===== config.mk =====
export PLATFORM = sky130hd
export DESIGN_NAME = remote_cmd_wrapper
export DESIGN_NICKNAME = d
export VERILOG_FILES = /design/src/rtl/remote_cmd_wrapper.sv
export SDC_FILE = /design/constraint.sdc
export NUM_CORES = 1
export LEC_CHECK = 0
export CAP_MARGIN = 20
export CORE_ASPECT_RATIO = 1.5
export CORE_UTILIZATION = 56
export CTS_CLUSTER_DIAMETER = 50
export DETAILED_ROUTE_END_ITERATION = 7
export MAX_ROUTING_LAYER = met4
export PLACE_DENSITY = 0.85
export SYNTH_ARGS = -nofsm -noshare
export SYNTH_HDL_FRONTEND = slang
export SYNTH_SLANG_ARGS = --single-unit

===== constraint.sdc =====
create_clock -name clk -period 3.8 [get_ports clk]
set_input_delay 0.76 -clock clk [delete_from_list [all_inputs] [get_ports clk]]
set_output_delay 0.76 -clock clk [all_outputs]
set_load 0.02 [all_outputs]

===== src/rtl/remote_cmd_wrapper.sv =====
// DUT-side command receiver / response transmitter between a byte UART and the command processor.
// Two received bytes (high first) form a 16-bit command; responses go out through a one-entry buffer.
module remote_cmd_wrapper #(
  parameter int unsigned TO_CYCLES = 100000
) (
  input  logic        clk,
  input  logic        rst,
  input  logic        rx_rdy,
  input  logic [7:0]  rx_data,
  output logic        clr_rx_rdy,
  output logic [15:0] cmd,
  output logic        cmd_rdy,
  input  logic        clr_cmd_rdy,
  output logic        frame_err,
  output logic        overrun,
  input  logic [7:0]  resp,
  input  logic        send_resp,
  output logic [7:0]  tx_data,
  output logic        trmt,
  input  logic        tx_done,
  output logic        resp_drop
);

  localparam int unsigned CW = $clog2(TO_CYCLES);
  localparam logic [CW-1:0] CNT_LAST = CW'(TO_CYCLES - 1);

  typedef enum logic {
    ST_HIGH,
    ST_LOW
  } rx_state_e;

  rx_state_e       state_q, state_d;
  logic [7:0]      hi_q, hi_d;
  logic [CW-1:0]   cnt_q, cnt_d;
  logic [15:0]     cmd_q, cmd_d;
  logic            cmd_rdy_q, cmd_rdy_d;
  logic            frame_err_q, frame_err_d;
  logic            overrun_q, overrun_d;

  logic            tx_busy_q, tx_busy_d;
  logic            buf_vld_q, buf_vld_d;
  logic [7:0]      buf_q, buf_d;
  logic [7:0]      tx_data_q, tx_data_d;
  logic            trmt_q, trmt_d;
  logic            resp_drop_q, resp_drop_d;

  // RX assembly: the low byte wins over the timeout on the terminal-count cycle.
  always_comb begin
    state_d     = state_q;
    hi_d        = hi_q;
    cnt_d       = cnt_q;
    cmd_d       = cmd_q;
    cmd_rdy_d   = cmd_rdy_q & ~clr_cmd_rdy;
    clr_rx_rdy  = 1'b0;
    frame_err_d = 1'b0;
    overrun_d   = 1'b0;
    case (state_q)
      ST_HIGH: begin
        if (rx_rdy) begin
          hi_d       = rx_data;
          clr_rx_rdy = 1'b1;
          cnt_d      = '0;
          state_d    = ST_LOW;
        end
      end
      ST_LOW: begin
        if (rx_rdy) begin
          cmd_d      = {hi_q, rx_data};
          cmd_rdy_d  = 1'b1;
          overrun_d  = cmd_rdy_q & ~clr_cmd_rdy;
          clr_rx_rdy = 1'b1;
          cnt_d      = '0;
          state_d    = ST_HIGH;
        end else if (cnt_q == CNT_LAST) begin
          hi_d        = '0;
          frame_err_d = 1'b1;
          cnt_d       = '0;
          state_d     = ST_HIGH;
        end else begin
          cnt_d = cnt_q + 1'b1;
        end
      end
      default: state_d = ST_HIGH;
    endcase
  end

  // TX: a tx_done frees the transmitter in the same cycle, so a coincident request launches directly.
  always_comb begin
    tx_busy_d   = tx_busy_q;
    buf_vld_d   = buf_vld_q;
    buf_d       = buf_q;
    tx_data_d   = tx_data_q;
    trmt_d      = 1'b0;
    resp_drop_d = 1'b0;
    if (tx_done) begin
      if (buf_vld_q) begin
        tx_data_d = buf_q;
        trmt_d    = 1'b1;
        buf_vld_d = 1'b0;
        if (send_resp) begin
          buf_d     = resp;
          buf_vld_d = 1'b1;
        end
      end else if (send_resp) begin
        tx_data_d = resp;
        trmt_d    = 1'b1;
        tx_busy_d = 1'b1;
      end else begin
        tx_busy_d = 1'b0;
      end
    end else if (send_resp) begin
      if (!tx_busy_q) begin
        tx_data_d = resp;
        trmt_d    = 1'b1;
        tx_busy_d = 1'b1;
      end else if (!buf_vld_q) begin
        buf_d     = resp;
        buf_vld_d = 1'b1;
      end else begin
        resp_drop_d = 1'b1;
      end
    end
  end

  always_ff @(posedge clk or posedge rst) begin
    if (rst) begin
      state_q     <= ST_HIGH;
      hi_q        <= '0;
      cnt_q       <= '0;
      cmd_q       <= '0;
      cmd_rdy_q   <= 1'b0;
      frame_err_q <= 1'b0;
      overrun_q   <= 1'b0;
      tx_busy_q   <= 1'b0;
      buf_vld_q   <= 1'b0;
      buf_q       <= '0;
      tx_data_q   <= '0;
      trmt_q      <= 1'b0;
      resp_drop_q <= 1'b0;
    end else begin
      state_q     <= state_d;
      hi_q        <= hi_d;
      cnt_q       <= cnt_d;
      cmd_q       <= cmd_d;
      cmd_rdy_q   <= cmd_rdy_d;
      frame_err_q <= frame_err_d;
      overrun_q   <= overrun_d;
      tx_busy_q   <= tx_busy_d;
      buf_vld_q   <= buf_vld_d;
      buf_q       <= buf_d;
      tx_data_q   <= tx_data_d;
      trmt_q      <= trmt_d;
      resp_drop_q <= resp_drop_d;
    end
  end

  assign cmd       = cmd_q;
  assign cmd_rdy   = cmd_rdy_q;
  assign frame_err = frame_err_q;
  assign overrun   = overrun_q;
  assign tx_data   = tx_data_q;
  assign trmt      = trmt_q;
  assign resp_drop = resp_drop_q;

endmodule


==> run_results.csv, run 1 <==
group,metric,value,unit
grt,overflow,0,
grt,grt_max_degree,51,
logic_synthesis,synth_area_leaders,"dfrtp_1 57%, mux2_2 9.5%, a22o_1 3.7%",
die,dieArea,5360,µm²
setup_path,r2r-start,"cnt_q[0]",
route,viasPerCell,5.92,
setup_path,rrSetupSlack,1630,ps
grt,grt_pass1_wl,9.55,mm
grt,track_usage,25.7,%
timing,finalSetupTns,0,ps
logic_synthesis,synth-main-ff-cell,"dfrtp_1",
grt,grt_pass1_vias,2094,
logic_synthesis,synth_common_cells,"65 x dfrtp_1, 24 x mux2_2, 18 x nor2_1, 16 x nand2_1, 12 x a22o_1",
route,drt-met1-wl,2.38,mm
worst_hold_path,hp-class,"reg -> reg",
cts,root_buffer,"clkbuf_8",
placement,port_buffers,51,
cts,cts_buffer_depth,2,
die,die_w,60.1,µm
setup_path,rr_worst_depth,5,
die,core,4850,µm²
timing,slew_headroom,45.7,%
route,post_drt_wl_per_cell,16.6,µm
logic_synthesis,synth_area_leader_cell,"dfrtp_1",
cts,clkLatencyLatePin,340,ps
timing,rsz0062_at_grt,"false",
timing,skew,7.59,ps
placement,dp_cells,348,
logic_synthesis,syn_inst,241,
finish,nets,317,
setup_path,crit_type,"in -> out",
finish,final_util,73.8,%
finish,drive_above_1_share,16.4,%
setup_path,required,3040,ps
cts,ctsResizeCount,0,
logic_synthesis,syn_area,2840,µm²
power_and_ir_drop,peakVddDrop,0.000383,V
route,drtPass1Iterations,4,
setup_path,r2r_end,"cnt_q[10]",
cts,cts_tree,"done",
route,antenna_left,0,
route,routed-wl-met2,3.26,mm
setup_path,cp-start-kind,"primary input",
cts,clock-sinks,65,
placement,dp_hpwl,4.16,mm
die,rows,31,
finish,antenna_cells,0,
die,start_util,58.5,%
outcome,status,"finished clean",
die,io_pins,52,
cts,htreeDepth,3,
logic_synthesis,seq_area_frac_synth,57.3,%
setup_path,path_delay_family,"buffers and inverters",
logic_synthesis,synth_edf_count,0,
power_and_ir_drop,p_leak,0.00158,µW
finish,fin_area,3580,µm²
timing,hold_violations,0,
cts,numCtsBuffers,9,
route,drt_iter0_drc,107,
grt,antenna_found_initial,0,
logic_synthesis,ys_warn_count,0,
route,via_count,2161,
worst_hold_path,holdPathEnd,"hi_q[3]",
logic_synthesis,async_flop_share,100,%
setup_path,endpoint_kind,"output pin",
logic_synthesis,yosysTopAreaCellShare,57.3,%
placement,place.gp.congestion,0.864,
logic_synthesis,ys_seq_elements,65,
setup_path,slowest_delay,660,ps
setup_path,path_cells,"clkdlybuf4s50_1 -> clkdlybuf4s50_1",
route,route.detailed.drc,0,
power_and_ir_drop,p_per_area,549,nW/µm²
cts,clkTransAtPathRegs,70,ps
route,wl_met3,222,µm
die,fp.dieH,89.2,µm
route,top_layer_used,"met4",
timing,max_freq,355,MHz
setup_path,cpMostUsedCell,"clkdlybuf4s50_1",
timing,post-route-min-period,2820,ps
run,drv_cap,0,
finish,fill_cells,339,
timing,finalCritPeriodShare,74.1,%
worst_hold_path,hp-start,"hi_q[3]",
logic_synthesis,syn_nets,264,
timing,finalMaxSlewViolations,0,
setup_path,critPathMaxFanout,10,
placement,placed_area,3380,µm²
setup_path,cp_num_buf_inv,2,
setup_path,cp_slowest_cell,"clkdlybuf4s50_1",
finish,syn2layout_area_growth,26.1,%
logic_synthesis,syn_avg_cell_area,11.8,µm²
cts,postCtsHoldBufs,0,
route,finalWirelength,6.08,mm
setup_path,cp.arrival,2060,ps
logic_synthesis,synth.most_common_cell,"dfrtp_1",
logic_synthesis,yosysUniqueCellTypes,42,
worst_hold_path,min_delay_path_depth,1,
cts,cts_setup_buffers,0,
finish,final_cell_count_no_fill,365,
timing,tightest_slew,813,ps
timing,setup_viol,0,
[sequential cells by signal, summed over array words and instances, names as in the netlist, 8 cells and up]
signal	flops
buf_q	8
cmd	16
cnt_q	17
hi_q	8
tx_data	8
[placed cells by master (no fill, tap or decap), types with 2 or more instances in the layout]
master | synthesis | final
clkbuf_8 | 0 | 10
or3_1 | 2 | 2
mux2i_1 | 8 | 8
a31oi_1 | 9 | 9
nand3_1 | 6 | 6
and3_1 | 3 | 3
o21ai_0 | 7 | 7
a31o_2 | 2 | 2
clkinvlp_4 | 0 | 2
inv_1 | 4 | 3
nor2_1 | 18 | 18
or2_2 | 2 | 2
nor4_1 | 4 | 4
nand2_1 | 16 | 16
clkbuf_1 | 6 | 2
dfrtp_1 | 65 | 65
mux2_2 | 24 | 24
nand2b_1 | 3 | 3
a22o_1 | 12 | 12
nor2b_1 | 2 | 2
and4_1 | 4 | 4
a21oi_1 | 10 | 10
o21ai_1 | 2 | 2
xor2_1 | 2 | 2
nor3_1 | 4 | 4
buf_4 | 1 | 2
nand4_1 | 5 | 5
clkdlybuf4s50_1 | 0 | 51
[worst max-delay path by stage]
stage / from / to / slack [ps] / cells after the start
5_1_grt: rx_rdy / clr_rx_rdy / 940 / 2
4_1_cts: rx_rdy / clr_rx_rdy / 990 / 2
2_1_floorplan: rst / buf_q[0] / 1410 / 1
3_5_place_dp: rx_rdy / clr_rx_rdy / 990 / 2
3_3_place_gp: rx_rdy / clr_rx_rdy / 1010 / 2
6_report: rx_rdy / clr_rx_rdy / 980 / 2
[cell families after synthesis]
| group | Yosys count | share of synthesized area [%] |
|---|---|---|
| AO/OA/AOI/OAI | 51 | 12.5 |
| XOR/XNOR | 3 | 0.926 |
| adder cells (fa/ha/maj) | 1 | 0.441 |
| buffers and inverters | 16 | 2.91 |
| flip-flops | 65 | 57.3 |
| multiplexers | 32 | 12.3 |
| AND/OR/NAND/NOR | 73 | 13.6 |
[cell type report]
cell class / instances / area [µm²] / area share (%)
multi-input combinational: 160 / 1130 / 31.5
clock inverter: 4 / 28.8 / 0.804
clock buffer: 12 / 145 / 4.05
timing repair buffer: 54 / 553 / 15.4
tap: 66 / 82.6 / 2.31
inverter: 4 / 15.0 / 0.419
sequential: 65 / 1630 / 45.4
[layer usage]
layer  track usage [%]  vias to the layer above
met5                 -                        -
met4              17.3                        0
met3              4.34                       18
met2              41.8                       68
met1              28.4                     1078
li1                  -                      997
[power by group]
part / total, µW / internal (µW) / switching [µW]
Combinational: 544 / 284 / 260
Sequential: 912 / 831 / 81.2
Clock: 510 / 255 / 256
[metrics by stage]
step                hold slack (ps)  power, µW  worst slack (ps)
global route                    519       2060               945
floorplan                       462       1210              1410
detailed placement              490       1470               994
finish                          504       1970               983
CTS                             506       1980               989
global placement                479       1440              1010
(Power assumes the default switching activity.)
==> run 2: changes to the inputs <==
--- a/config.mk
+++ b/config.mk
@@ -7,11 +7,11 @@
 export LEC_CHECK = 0
 export CAP_MARGIN = 20
 export CORE_ASPECT_RATIO = 1.5
-export CORE_UTILIZATION = 56
+export CORE_UTILIZATION = 52
 export CTS_CLUSTER_DIAMETER = 50
 export DETAILED_ROUTE_END_ITERATION = 7
 export MAX_ROUTING_LAYER = met4
-export PLACE_DENSITY = 0.85
+export PLACE_DENSITY = 0.79
 export SYNTH_ARGS = -nofsm -noshare
 export SYNTH_HDL_FRONTEND = slang
 export SYNTH_SLANG_ARGS = --single-unit
==> constraint.sdc (replaced) <==
create_clock -name clk -period 2.6 [get_ports clk]
set_input_delay 0.52 -clock clk [delete_from_list [all_inputs] [get_ports clk]]
set_output_delay 0.52 -clock clk [all_outputs]
set_load 0.02 [all_outputs]
==> run 2 against run 1 <==
Total power is 44% higher. Final cell count is 1.4% higher. Sequential power is 45% higher. Final area is 0.31% higher. Critical path type is now reg -> reg.
==> run_results.csv, run 2 (synthesis gave the netlist of run 1 again) <==
group,metric,value,unit
setup_path,critPathMaxFanout,11,
route,finalWirelength,5.90,mm
setup_path,r2r-start,"cnt_q[0]",
cts,cts_setup_buffers,0,
die,rows,32,
setup_path,path_delay_family,"simple AND/OR/NAND/NOR gates",
grt,grt_pass1_wl,9.67,mm
placement,port_buffers,51,
setup_path,cp_slowest_cell,"nand4_1",
route,drtPass1Iterations,4,
die,fp.dieH,92.5,µm
die,io_pins,52,
setup_path,required,2820,ps
route,viasPerCell,5.81,
setup_path,cp-start-kind,"flip-flop",
cts,clock-sinks,65,
timing,tightest_slew,834,ps
timing,finalSetupTns,0,ps
finish,syn2layout_area_growth,26.5,%
setup_path,worstSetupStartpoint,"cnt_q[0]",
cts,cts_tree,"done",
finish,largest_reg_flops,17,
die,start_util,54.5,%
setup_path,cp_num_buf_inv,0,
timing,hold_violations,0,
finish,final_common_cell,"dfrtp_1",
timing,rsz0062_at_grt,"false",
setup_path,endpoint_kind,"flip-flop",
setup_path,path_depth,5,
finish,top_register,"cnt_q",
placement,place.gp.congestion,0.911,
power_and_ir_drop,power,2830,µW
setup_path,crit_end,"cnt_q[10]",
timing,post-route-min-period,2140,ps
die,dieArea,5760,µm²
worst_hold_path,hp-class,"reg -> reg",
timing,max_freq,467,MHz
setup_path,slowest_delay,460,ps
timing,finalCritPeriodShare,82.3,%
setup_path,rrSetupSlack,460,ps
timing,slew_headroom,44.0,%
cts,clkTransAtPathRegs,70,ps
timing,skew,10.6,ps
route,route.detailed.drc,0,
cts,cts_buffer_depth,2,
cts,postCtsHoldBufs,0,
finish,drive_above_1_share,17.9,%
finish,nets,321,
finish,final_cell_mix,"65 x dfrtp_1, 51 x clkdlybuf4s50_1, 24 x mux2_2, 18 x nor2_1, 16 x nand2_1",
die,die_w,62.3,µm
grt,grt_max_degree,41,
die,core,5200,µm²
power_and_ir_drop,p_leak,0.00159,µW
power_and_ir_drop,p_per_area,788,nW/µm²
cts,ctsResizeCount,0,
finish,antenna_cells,0,
route,drt_iter0_drc,76,
cts,root_buffer,"clkbuf_8",
timing,finalMaxSlewViolations,0,
run,drv_cap,0,
route,via_count,2151,
cts,numCtsBuffers,9,
grt,overflow,0,
setup_path,path_cells,"ha_1 -> and4_1 -> nand4_1 -> a31o_2 -> a22o_1",
power_and_ir_drop,peakVddDrop,0.000512,V
cts,htreeDepth,3,
cts,clkLatencyLatePin,330,ps
grt,antenna_found_initial,0,
outcome,status,"finished clean",
finish,fill_cells,393,
setup_path,r2r_end,"cnt_q[10]",
setup_path,crit_type,"reg -> reg",
grt,grt_pass1_vias,2132,
route,antenna_left,0,
route,post_drt_wl_per_cell,16.0,µm
timing,setup_viol,0,
grt,track_usage,22.6,%
setup_path,rr_worst_depth,5,
placement,dp_hpwl,4.06,mm
setup_path,cp.arrival,2360,ps
[run 2: cell types whose count changed in the layout (fill, tap and decap cells not counted), sizes merged]
cell      change
buf           +4
clkbuf        -3
clkinv        +3
clkinvlp      -1
[run 2: how the worst min path moves through the flow]
stage	to	depth (start not counted)	start
6_report	hi_q[4]	1	hi_q[4]
5_1_grt	cmd[3]	1	cmd[3]
4_1_cts	hi_q[4]	1	hi_q[4]
3_5_place_dp	hi_q[0]	1	hi_q[0]
3_3_place_gp	hi_q[4]	1	hi_q[4]
2_1_floorplan	hi_q[0]	1	hi_q[0]
[run 2: area by class of cell]
class                      instances  area [µm²]  share of cell area, %
tap                               68        85.1                   2.37
clock buffer                       9         124                   3.45
multi-input combinational        160        1130                   31.4
timing repair buffer              58         576                   16.0
sequential                        65        1630                   45.3
inverter                           4        15.0                  0.418
clock inverter                     6        36.3                   1.01
[run 2: worst reg2reg max path, cell delays in order (launching register included)]
cell and delay [ps]:
dfrtp_1 400, ha_1 240, and4_1 370, nand4_1 460, a31o_2 400, a22o_1 170
[run 2: power by group]
group          switching [µW]  internal, µW
clock                     371           335
combinational             380           421
sequential                108          1210
[run 2: stage by stage]
step / instances / setup WS [ps] / instance area [µm²] / hold slack [ps] / util (%)
global route: 370 / 367 / 3590 / 511 / 69.0
finish: 370 / 459 / 3590 / 501 / 69.0
global placement: 355 / 447 / 3430 / 478 / 65.9
detailed placement: 355 / 440 / 3430 / 486 / 65.9
CTS: 370 / 469 / 3590 / 504 / 69.0
floorplan: 241 / 454 / 2840 / 462 / -
[run 2: routing by layer]
metal	vias up	part of all wire [%]	global-route usage [%]	routed length (µm)
li1	1009	-	-	-
met1	1076	43	24.1	2510
met2	57	52	40.2	3050
met3	9	3.9	5.17	232
met4	0	1.7	9.50	102
met5	-	0	-	0
